**src/rtl/arb_pkg.sv**
```systemverilog
// Shared constants and helpers for the arbiter family.
package arb_pkg;

  localparam int MODE_RR    = 0;
  localparam int MODE_FIXED = 1;

  // Bit width needed to hold values 0..v-1, never less than one bit.
  function automatic int clog2_min1(input int v);
    int r;
    r = $clog2(v);
    return (r < 1) ? 1 : r;
  endfunction

endpackage

```
**src/rtl/rr_pick.sv**
```systemverilog
// Combinational rotating priority pick: first set bit of req at or after start, wrapping modulo N.
module rr_pick #(
  parameter int N  = 4,
  parameter int IW = 2
) (
  input  logic [N-1:0]  req,
  input  logic [IW-1:0] start,
  output logic [N-1:0]  winner,
  output logic          found
);

  logic [N-1:0] rot;
  logic [N-1:0] win_rot;

  // start is always below N, so the double-width shift is an exact rotation even for non-power-of-2 N.
  assign rot = N'({req, req} >> start);

  // NOTE: every variable written here gets a default first, so no path leaves a latch behind.
  always_comb begin
    win_rot = '0;
    found   = 1'b0;
    for (int i = 0; i < N; i++) begin
      if (rot[i] && !found) begin
        win_rot[i] = 1'b1;
        found      = 1'b1;
      end
    end
  end

  // Rotate the one-hot back into requester numbering.
  assign winner = N'(({win_rot, win_rot} << start) >> N);

endmodule

```
**src/rtl/rr_arbiter.sv**
```systemverilog
// N-way arbiter with registered one-hot grant, round-robin or fixed priority, grant lock and optional hold cap.
module rr_arbiter
  import arb_pkg::*;
#(
  parameter int N        = 4,
  parameter int MODE     = MODE_RR,
  parameter int MAX_HOLD = 0
) (
  input  logic                     clock,
  input  logic                     reset,
  input  logic [N-1:0]             req,
  output logic [N-1:0]             grant,
  output logic                     grant_valid,
  output logic [clog2_min1(N)-1:0] grant_idx
);

  localparam int IW = clog2_min1(N);
  localparam int HW = clog2_min1(MAX_HOLD + 1);

  localparam logic [IW-1:0] LAST_RST = IW'(N - 1);
  localparam logic [HW-1:0] HOLD_CAP = HW'(MAX_HOLD);
  localparam logic [HW-1:0] HOLD_SAT = {HW{1'b1}};

  logic [N-1:0]  grant_q,  grant_d;
  logic          valid_q,  valid_d;
  logic [IW-1:0] idx_q,    idx_d;
  logic [IW-1:0] last_q,   last_d;
  logic [HW-1:0] hold_q,   hold_d;

  logic          holder_keeps;
  logic          others_waiting;
  logic          cap_expire;
  logic [N-1:0]  cand;
  logic [IW-1:0] start;
  logic [N-1:0]  winner;
  logic          found;
  logic [IW-1:0] winner_idx;

  assign holder_keeps   = |(grant_q & req);
  assign others_waiting = |(req & ~grant_q);
  assign cap_expire     = (MAX_HOLD > 0) && (hold_q == HOLD_CAP) && others_waiting;

  // On expiry the current holder sits out this pick; someone else is guaranteed to be waiting.
  assign cand = cap_expire ? (req & ~grant_q) : req;

  always_comb begin
    start = '0;
    if (MODE != MODE_FIXED)
      start = (last_q == LAST_RST) ? '0 : last_q + 1'b1;
  end

  rr_pick #(
    .N  (N),
    .IW (IW)
  ) u_pick (
    .req    (cand),
    .start  (start),
    .winner (winner),
    .found  (found)
  );

  always_comb begin
    winner_idx = '0;
    for (int i = 0; i < N; i++)
      if (winner[i]) winner_idx = IW'(i);
  end

  always_comb begin
    grant_d = grant_q;
    valid_d = valid_q;
    idx_d   = idx_q;
    last_d  = last_q;
    hold_d  = hold_q;
    if (holder_keeps && !cap_expire) begin
      if (hold_q != HOLD_SAT) hold_d = hold_q + 1'b1;
    end else if (found) begin
      grant_d = winner;
      valid_d = 1'b1;
      idx_d   = winner_idx;
      last_d  = winner_idx;
      hold_d  = HW'(1);
    end else begin
      grant_d = '0;
      valid_d = 1'b0;
      idx_d   = '0;
      hold_d  = '0;
    end
  end

  // NOTE: state registers use non-blocking assignments so every flop samples pre-edge values.
  always_ff @(posedge clock) begin
    if (reset) begin
      grant_q <= '0;
      valid_q <= 1'b0;
      idx_q   <= '0;
      last_q  <= LAST_RST;
      hold_q  <= '0;
    end else begin
      grant_q <= grant_d;
      valid_q <= valid_d;
      idx_q   <= idx_d;
      last_q  <= last_d;
      hold_q  <= hold_d;
    end
  end

  assign grant       = grant_q;
  assign grant_valid = valid_q;
  assign grant_idx   = idx_q;

endmodule

```
**config.mk**
```make
export PLATFORM = sky130hd
export DESIGN_NAME = rr_arbiter
export DESIGN_NICKNAME = d
export VERILOG_FILES = /design/src/rtl/arb_pkg.sv /design/src/rtl/rr_pick.sv /design/src/rtl/rr_arbiter.sv
export SDC_FILE = /design/constraint.sdc
export NUM_CORES = 1
export LEC_CHECK = 0
export ABC_AREA = 1
export CAP_MARGIN = 20
export CORE_MARGIN = 5
export CORE_UTILIZATION = 40
export CTS_CLUSTER_DIAMETER = 100
export DETAILED_ROUTE_END_ITERATION = 16
export PLACE_DENSITY_LB_ADDON = 0.2
export RECOVER_POWER = 50
export SKIP_CTS_REPAIR_TIMING = 1
export SLEW_MARGIN = 20
export SYNTH_ARGS = -nofsm -noshare
export SYNTH_HDL_FRONTEND = slang
export SYNTH_HIERARCHICAL = 1
export SYNTH_SLANG_ARGS = --single-unit
```
**constraint.sdc**
```tcl
create_clock -name clock -period 2.15 [get_ports clock]
set_input_delay 0.43 -clock clock [delete_from_list [all_inputs] [get_ports clock]]
set_output_delay 0.43 -clock clock [all_outputs]
set_load 0.03 [all_outputs]
```
Yosys cells after proc, flatten, opt, wreduce, memory -nomap -nowiden
Cells that the tools add are included.
- output and inout bits: 7
- bits in registers: 9
- logic and storage cells: 32
- bits of input ports: 6
- reductions and logical operators: 8
- bitwise operators: 2
- eq/ne operators: 1
- mux-type cells: 14
- shift operators: 2
- $add $sub $neg: 1
- operators by type and width (kind ; number):
    $mux 1 ; 9
    $mux 2 ; 4
    $shl 8x2->8 ; 1
    $shr 8x2->4 ; 1
    $and 4x4->4 ; 1
    $mux 4 ; 1
    $reduce_or 4->1 ; 1
    $logic_and 1x1->1 ; 3
    $logic_not 1->1 ; 3
    $add 2x1->2 const B ; 1
    $eq 2x2->1 const B ; 1
    $reduce_and 2->1 ; 1
    $not 1->1 ; 1

Longest topological paths before layout
Gate-level depths: netlist of the first run.
- depth after elaboration: 18
- gate-level depth with buffers: 17
- depth with buffers taken out: 16

Hierarchy
The synthesis of the first run kept the hierarchy.
- by module, submodules not included (module ; sequential area each (um^2) ; area an instance (um^2) ; instances ; cells each):
    rr_arbiter ; 180.2 ; 466.7 ; 1 ; 62
    rr_pick ; 0.0 ; 325.3 ; 1 ; 52

Least setup slack after synthesis of the first run
OpenSTA, ideal clock, no wires.
- path kind: register to register
- start: register last_q[0]
- end: register idx_q[1], in the netlist grant_idx[1]
- path slack: 0.358 ns
- cell stages (with the launch flop): 14
- arrival time: 1.725 ns
- buffers on the path: 1
- cell sequence: dfxtp_1 -> ha_1 -> buf_6 -> inv_2 -> nand3_2 -> nand2_4 -> nand4_2 -> nand2_1 -> nand3_1 -> nand2_1 -> inv_1 -> a21oi_2 -> nand2_1 -> a21oi_2
- elaborated cells on any way between the ends: 21
- those cells by class: add/sub (1); eq/ne (1); shift (2); mux (11); reduce/logical (6)
- RTL lines (element ; RTL line ; RTL):
    start: declaration ; rr_arbiter.sv:27 ; logic [IW-1:0] last_q, last_d;
    start signal: assignment ; rr_arbiter.sv:102 ; last_q <= last_d;
    $add 2x1->2 or $eq 2x2->1 (tied branches) ; rr_arbiter.sv:49 ; start = (last_q == LAST_RST) ? '0 : last_q + 1'b1;
    $mux 2 * ; rr_arbiter.sv:49 ;
    named net start[1] ; rr_arbiter.sv:34 ; logic [IW-1:0] start;
    $shr 8x2->4 ; rr_pick.sv:16 ; assign rot = N'({req, req} >> start);
    $mux 1 ; rr_pick.sv:23 ; if (rot[i] && !found) begin
    $logic_not 1->1 ; rr_pick.sv:23 ;
    $logic_and 1x1->1 ; rr_pick.sv:23 ;
    $mux 1 ; rr_pick.sv:23 ;
    [2 not listed] ; - ;
    $mux 1 ; rr_pick.sv:23 ;
    $logic_not 1->1 ; rr_pick.sv:23 ;
    $logic_and 1x1->1 ; rr_pick.sv:23 ;
    $mux 1 ; rr_pick.sv:23 ;
    $shl 8x2->8 * ; rr_pick.sv:31 ; assign winner = N'(({win_rot, win_rot} << start) >> N);
    named net winner[3] ; rr_arbiter.sv:35 ; logic [N-1:0] winner;
    $mux 2 * ; rr_arbiter.sv:65 ; if (winner[i]) winner_idx = IW'(i);
    $mux 2 * ; rr_arbiter.sv:76 ; end else if (found) begin
    end signal: assignment ; rr_arbiter.sv:101 ; idx_q <= idx_d;
    end: declaration ; rr_arbiter.sv:26 ; logic [IW-1:0] idx_q, idx_d;
The timed path passes the listed nets; every way through them passes the cells marked *.
A chain may end at the register's enable or synchronous reset.

Final worst setup path of the first run
Same ends and word-level chain as after synthesis.

==> flow_metrics.env, run 1 <==
export IMPL_crit_slowest_cell="ha_2"
export IMPL_viasPerCell=4.59
export IMPL_place_congestion=0.743
export IMPL_drcViolationCount=0
export IMPL_synth_nets=121
export IMPL_placed_area_um2=965
export IMPL_cts_tree="built"
export IMPL_worstHoldEndpoint="grant_valid$_SDFFE_PP0N_"
export IMPL_cp_arrival_ns=2.15
export IMPL_finalSetupViolCount=0
export IMPL_yosysWarnings=6
export IMPL_max_freq_mhz=510
export IMPL_cts_root_buf="clkbuf_4"
export IMPL_power_density_nw_per_um2=1870
export IMPL_final_common_cell="nand2_1"
export IMPL_hold_class="flip-flop to flip-flop"
export IMPL_fin_total_pwr_mw=1.88
export IMPL_firstDrtPassIters=4
export IMPL_post_route_period_util_pct=91.2
export IMPL_criticalPathCategory="flip-flop to flip-flop"
export IMPL_critPathCaptureType="flip-flop"
export IMPL_first_global_vias=686
export IMPL_final_cells=161
export IMPL_num_vias=739
export IMPL_dpl_cell_count=156
export IMPL_fp_dieW_um=54.5
export IMPL_cp_max_fo=9
export IMPL_synth_edf_count=0
export IMPL_grt_use_total_pct=12.5
export IMPL_grt_ovfl_total=0
export IMPL_cp_num_cells=12
export IMPL_clkTransAtPathRegs_ns=0.05
export IMPL_relSlewSlack_pct=78.8
export IMPL_area_growth_pct=26.9
export IMPL_max_cap_violations=0
export IMPL_crit_family="simple AND/OR/NAND/NOR gates"
export IMPL_wl_per_cell_um=9.80
export IMPL_start_util_pct=41.2
export IMPL_synth_area_per_cell_um2=6.95
export IMPL_start_kind="flip-flop"
export IMPL_r2r_end="grant_idx[1]$_SDFFE_PP0N_"
export IMPL_cts_sinks=9
export IMPL_die_h_um=54.5
export IMPL_final_net_count=142
export IMPL_ys_flop_type="dfxtp_1"
export IMPL_grt_max_degree=10
export IMPL_nFillCells=207
export IMPL_hold_viol_final=0
export IMPL_finalHoldWorstSlack_ns=0.462
export IMPL_io_pins=13
export IMPL_min_delay_start="grant_valid$_SDFFE_PP0N_"
export IMPL_first_iter_violations=10
export IMPL_port_buffers=12
export IMPL_clockBufferDepth=2
export IMPL_tightest_slew_ns=0.317
export IMPL_postSynth_asyncResetShare_pct=0
export IMPL_cp_required_ns=2.34
export IMPL_timing_final_max_slew_violations=0
export IMPL_power_leakage_nw=0.509
export IMPL_drive_gt1_share_pct=32.8
export IMPL_synth_seq_cells=9
export IMPL_layout_common_cells="40 x nand2_1, 11 x nand3_1, 9 x nand2_2, 9 x dfxtp_1, 8 x inv_1"
export IMPL_grt_pass1_wl_mm=2.69
export IMPL_netlist_area_um2=792
export IMPL_syn_inst=114
export IMPL_outcome="finished clean"
export IMPL_antenna_found_initial=0
export IMPL_fin_worst_skew_ns=0.00725
export IMPL_core_um2=1920
export IMPL_ys_seq_area_share_pct=22.7
export IMPL_worst_ir_drop_vdd_uv=909
export IMPL_dieArea_um2=2970
export IMPL_dp_final_hpwl_mm=1.28
export IMPL_final_min_clock_period_ns=1.96
export IMPL_ant_nets=0
export IMPL_synth_distinct_cells=20
export IMPL_htree_levels=1
export IMPL_wl_mm=1.58
export IMPL_crit_chain="ha_2 -> inv_2 -> nand3_1 -> nand2_2 -> nand3b_4 -> nand2_2 -> nand3_1 -> nand2_1 -> inv_1 -> a21oi_2 -> nand2_1 -> a21oi_2"
export IMPL_crit_path_start="last_q[0]$_SDFFE_PP1P_"
export IMPL_min_path_cells=2
export IMPL_cp_slowest_stage_delay_ns=0.43
export IMPL_postLayoutCellArea_um2=1000
export IMPL_reg2reg_slack_ns=0.19
export IMPL_reg2reg_from="last_q[0]$_SDFFE_PP1P_"
export IMPL_cts_buffers=3
export IMPL_worst_path_buf_inv=2
export IMPL_clk_latency_ns=0.26
export IMPL_rows=16
export IMPL_num_antenna_cells=0
export IMPL_r2r_cells=12
-- registers in the layout (all words and copies together), names as in the netlist --
register,cells
grant,4
grant_idx,2
last_q,2
grant_valid,1
-- synth_stat cells (2+ instances only) --
master / count / area, µm²
inv_1: 8 / 30.0
nand2_1: 40 / 150
o21ai_0: 2 / 10.0
nand3_1: 11 / 55.1
nand3_2: 4 / 40.0
a21oi_2: 4 / 35.0
buf_6: 2 / 22.5
nand2_4: 7 / 78.8
dfxtp_1: 9 / 180
a21oi_1: 5 / 25.0
nand2_2: 9 / 56.3
inv_2: 5 / 18.8
-- report_power, final --
part / total, mW / internal (mW) / switching, mW / leakage [nW]
logic: 1.49 / 0.570 / 0.917 / 0.420
clock network: 0.127 / 0.0713 / 0.0560 / 0.0150
registers: 0.268 / 0.233 / 0.0353 / 0.0745
total: 1.88 / 0.875 / 1.01 / 0.509
-- worst max path at each step --
stage / to
after floorplan: grant_idx[1]$_SDFFE_PP0N_
after global placement: grant_idx[1]$_SDFFE_PP0N_
after detailed placement: grant_idx[0]$_SDFFE_PP0N_
after CTS: grant_idx[0]$_SDFFE_PP0N_
after global routing: grant_idx[0]$_SDFFE_PP0N_
final: grant_idx[1]$_SDFFE_PP0N_
-- stage by stage --
stage | util, % | setup TNS, ns | setup WS, ns
2_1_floorplan | - | 0 | 0.358
4_1_cts | 51.6 | 0 | 0.0806
3_5_place_dp | 50.2 | -0.105 | -0.0514
3_3_place_gp | 50.2 | -0.0304 | -0.0181
5_1_grt | 52.3 | -0.0172 | -0.0172
6_report | 52.3 | 0 | 0.190
-- worst min-delay path, cell delays in order, from the launching register on --
cell and delay [ns]:
dfxtp_1 0.30, nand2_1 0.07, a21oi_2 0.04
-- metal layers --
layer | wire (µm) | GRT usage, % | vias up
li1 | - | - | 401
met1 | 751 | 14.2 | 323
met2 | 735 | 21.7 | 15
met3 | 89 | 5.18 | 0
met4 | 0 | 2.49 | 0
met5 | 0 | 0 | -
-- cells by family (layout without fill, tap and decap cells) --
kind of cell / count (synthesis) / after routing / share of synthesized area [%]
and+or+nand+nor: 76 / 76 / 55.9
buffers and inverters: 17 / 37 / 10.9
adders and majority gates: 1 / 1 / 1.58
DFF: 9 / 9 / 22.7
AOI/OAI and AO/OA: 11 / 11 / 8.85
-- layout make-up --
class                           count  area (µm²)  share of cell area (%)
Inverter                           14        60.1                    5.98
Multi-Input combinational cell     88         528                    52.6
Tap cell                           27        33.8                    3.36
Timing Repair Buffer               19         176                    17.6
Clock buffer                        4        26.3                    2.62
Sequential cell                     9         180                    17.9
Note: power is estimated with default switching activity, not from simulation.
==> run 2, diff against run 1 <==
==> constraint.sdc (replaced) <==
create_clock -name clock -period 2.06 [get_ports clock]
set_input_delay 0.412 -clock clock [delete_from_list [all_inputs] [get_ports clock]]
set_output_delay 0.412 -clock clock [all_outputs]
set_load 0.03 [all_outputs]
==> flow_metrics.env, run 2 (same netlist as run 1, synthesis figures left out) <==
export IMPL_outcome="finished clean"
export IMPL_timing_final_max_slew_violations=0
export IMPL_tightest_slew_ns=0.321
export IMPL_max_freq_mhz=519
export IMPL_final_net_count=145
export IMPL_cp_arrival_ns=2.11
export IMPL_cp_max_fo=9
export IMPL_grt_pass1_wl_mm=2.79
export IMPL_dpl_cell_count=157
export IMPL_firstDrtPassIters=5
export IMPL_cts_buffers=3
export IMPL_fp_dieW_um=54.5
export IMPL_max_cap_violations=0
export IMPL_drive_gt1_share_pct=43.1
export IMPL_fin_total_pwr_mw=2.12
export IMPL_final_min_clock_period_ns=1.93
export IMPL_rows=16
export IMPL_dieArea_um2=2970
export IMPL_wl_per_cell_um=10.3
export IMPL_dp_final_hpwl_mm=1.36
export IMPL_port_buffers=12
export IMPL_ant_nets=0
export IMPL_num_vias=763
export IMPL_post_route_period_util_pct=93.6
export IMPL_cp_slowest_stage_delay_ns=0.33
export IMPL_start_kind="flip-flop"
export IMPL_layout_common_cells="35 x nand2_1, 14 x nand2_2, 9 x buf_4, 8 x nand3_1, 8 x dfxtp_1"
export IMPL_drcViolationCount=0
export IMPL_final_cells=164
export IMPL_crit_slowest_cell="dfxtp_2"
export IMPL_crit_chain="ha_2 -> nor2_2 -> buf_6 -> inv_8 -> nand2_4 -> nand3_2 -> nand2_2 -> nand3b_4 -> nand2_2 -> nand3_2 -> nand2_2 -> inv_2 -> nand2_1 -> a21oi_2 -> nand2_1 -> a21oi_1"
export IMPL_postLayoutCellArea_um2=1070
export IMPL_criticalPathCategory="flip-flop to flip-flop"
export IMPL_cts_sinks=9
export IMPL_core_um2=1920
export IMPL_nFillCells=196
export IMPL_finalSetupViolCount=0
export IMPL_placed_area_um2=972
export IMPL_wl_mm=1.69
export IMPL_cp_required_ns=2.24
export IMPL_finalHoldWorstSlack_ns=0.467
export IMPL_crit_family="simple AND/OR/NAND/NOR gates"
export IMPL_cp_common_cell="nand2_2"
export IMPL_grt_ovfl_total=0
export IMPL_place_congestion=0.756
export IMPL_worst_ir_drop_vdd_uv=896
export IMPL_area_growth_pct=34.8
export IMPL_worst_path_buf_inv=3
export IMPL_relSlewSlack_pct=78.5
export IMPL_viasPerCell=4.65
export IMPL_clockBufferDepth=2
export IMPL_largest_reg_flops=4
export IMPL_power_density_nw_per_um2=1990
export IMPL_io_pins=13
export IMPL_cts_root_buf="clkbuf_4"
export IMPL_grt_max_degree=10
export IMPL_cts_tree="built"
export IMPL_first_global_vias=685
export IMPL_critPathCaptureType="flip-flop"
export IMPL_hold_viol_final=0
export IMPL_fin_util_pct=55.5
export IMPL_htree_levels=1
export IMPL_num_antenna_cells=0
export IMPL_start_util_pct=41.2
export IMPL_grt_use_total_pct=12.8
export IMPL_clk_latency_ns=0.25
export IMPL_final_common_cell="nand2_1"
export IMPL_power_leakage_nw=0.525
export IMPL_first_iter_violations=6
export IMPL_die_h_um=54.5
export IMPL_clkTransAtPathRegs_ns=0.06
export IMPL_antenna_found_initial=0
export IMPL_hold_class="flip-flop to flip-flop"
export IMPL_fin_worst_skew_ns=0.00416
## run 2: changes by cell type in the layout (fill, tap and decap cells not counted), sizes merged
| cell | change |
|---|---|
| buf | +3 |
## run 2: tightest hold or removal path, delay by kind of cell, from the launching register on
family          cells  cell delay, ns
flops               1            0.31
simple gates        1            0.07
compound gates      1            0.04
## run 2: cell type report
type	count	area, µm²	area share [%]
Clock buffer	4	26.3	2.46
Tap cell	27	33.8	3.17
Inverter	14	60.1	5.63
Sequential cell	9	181	17.0
Multi-Input combinational cell	88	567	53.1
Timing Repair Buffer	22	199	18.6
## run 2: per-stage QoR
step	setup TNS (ns)	setup slack (ns)
floorplan	0	0.268
global placement	-0.238	-0.0893
detailed placement	-0.461	-0.144
CTS	0	0.0743
global route	-0.0151	-0.0151
finish	0	0.132
## run 2: power breakdown
group	switching (mW)	internal, mW	leakage (nW)
clock network	0.0549	0.0742	0.0150
registers	0.0404	0.245	0.0743
logic	1.05	0.660	0.436
total	1.15	0.979	0.525
## run 2: worst paths after layout
path / cells past startpoint / from / slack (ns) / endpoint
worst min-delay path: 2 / grant_valid$_SDFFE_PP0N_ / 0.47 / grant_valid$_SDFFE_PP0N_
worst max-delay path: 16 / last_q[0]$_SDFFE_PP1P_ / 0.13 / grant_idx[0]$_SDFFE_PP0N_
worst min register to register: 2 / grant_valid$_SDFFE_PP0N_ / 0.47 / grant_valid$_SDFFE_PP0N_
worst max register to register: 16 / last_q[0]$_SDFFE_PP1P_ / 0.13 / grant_idx[0]$_SDFFE_PP0N_
## run 2: metal layers
layer / global-route usage, % / wire length (µm)
met3: 4.09 / 54
met5: 0 / 0
met4: 1.24 / 0
met2: 24.1 / 874
met1: 14.4 / 761
==> run 3, diff against run 2 <==
--- a/config.mk
+++ b/config.mk
@@ -14,7 +14,6 @@
 export PLACE_DENSITY_LB_ADDON = 0.2
 export RECOVER_POWER = 50
 export SKIP_CTS_REPAIR_TIMING = 1
-export SLEW_MARGIN = 20
 export SYNTH_ARGS = -nofsm -noshare
 export SYNTH_HDL_FRONTEND = slang
 export SYNTH_HIERARCHICAL = 1
==> results of run 3 <==
Final layout, timing and power as in run 2 (identical DEF).
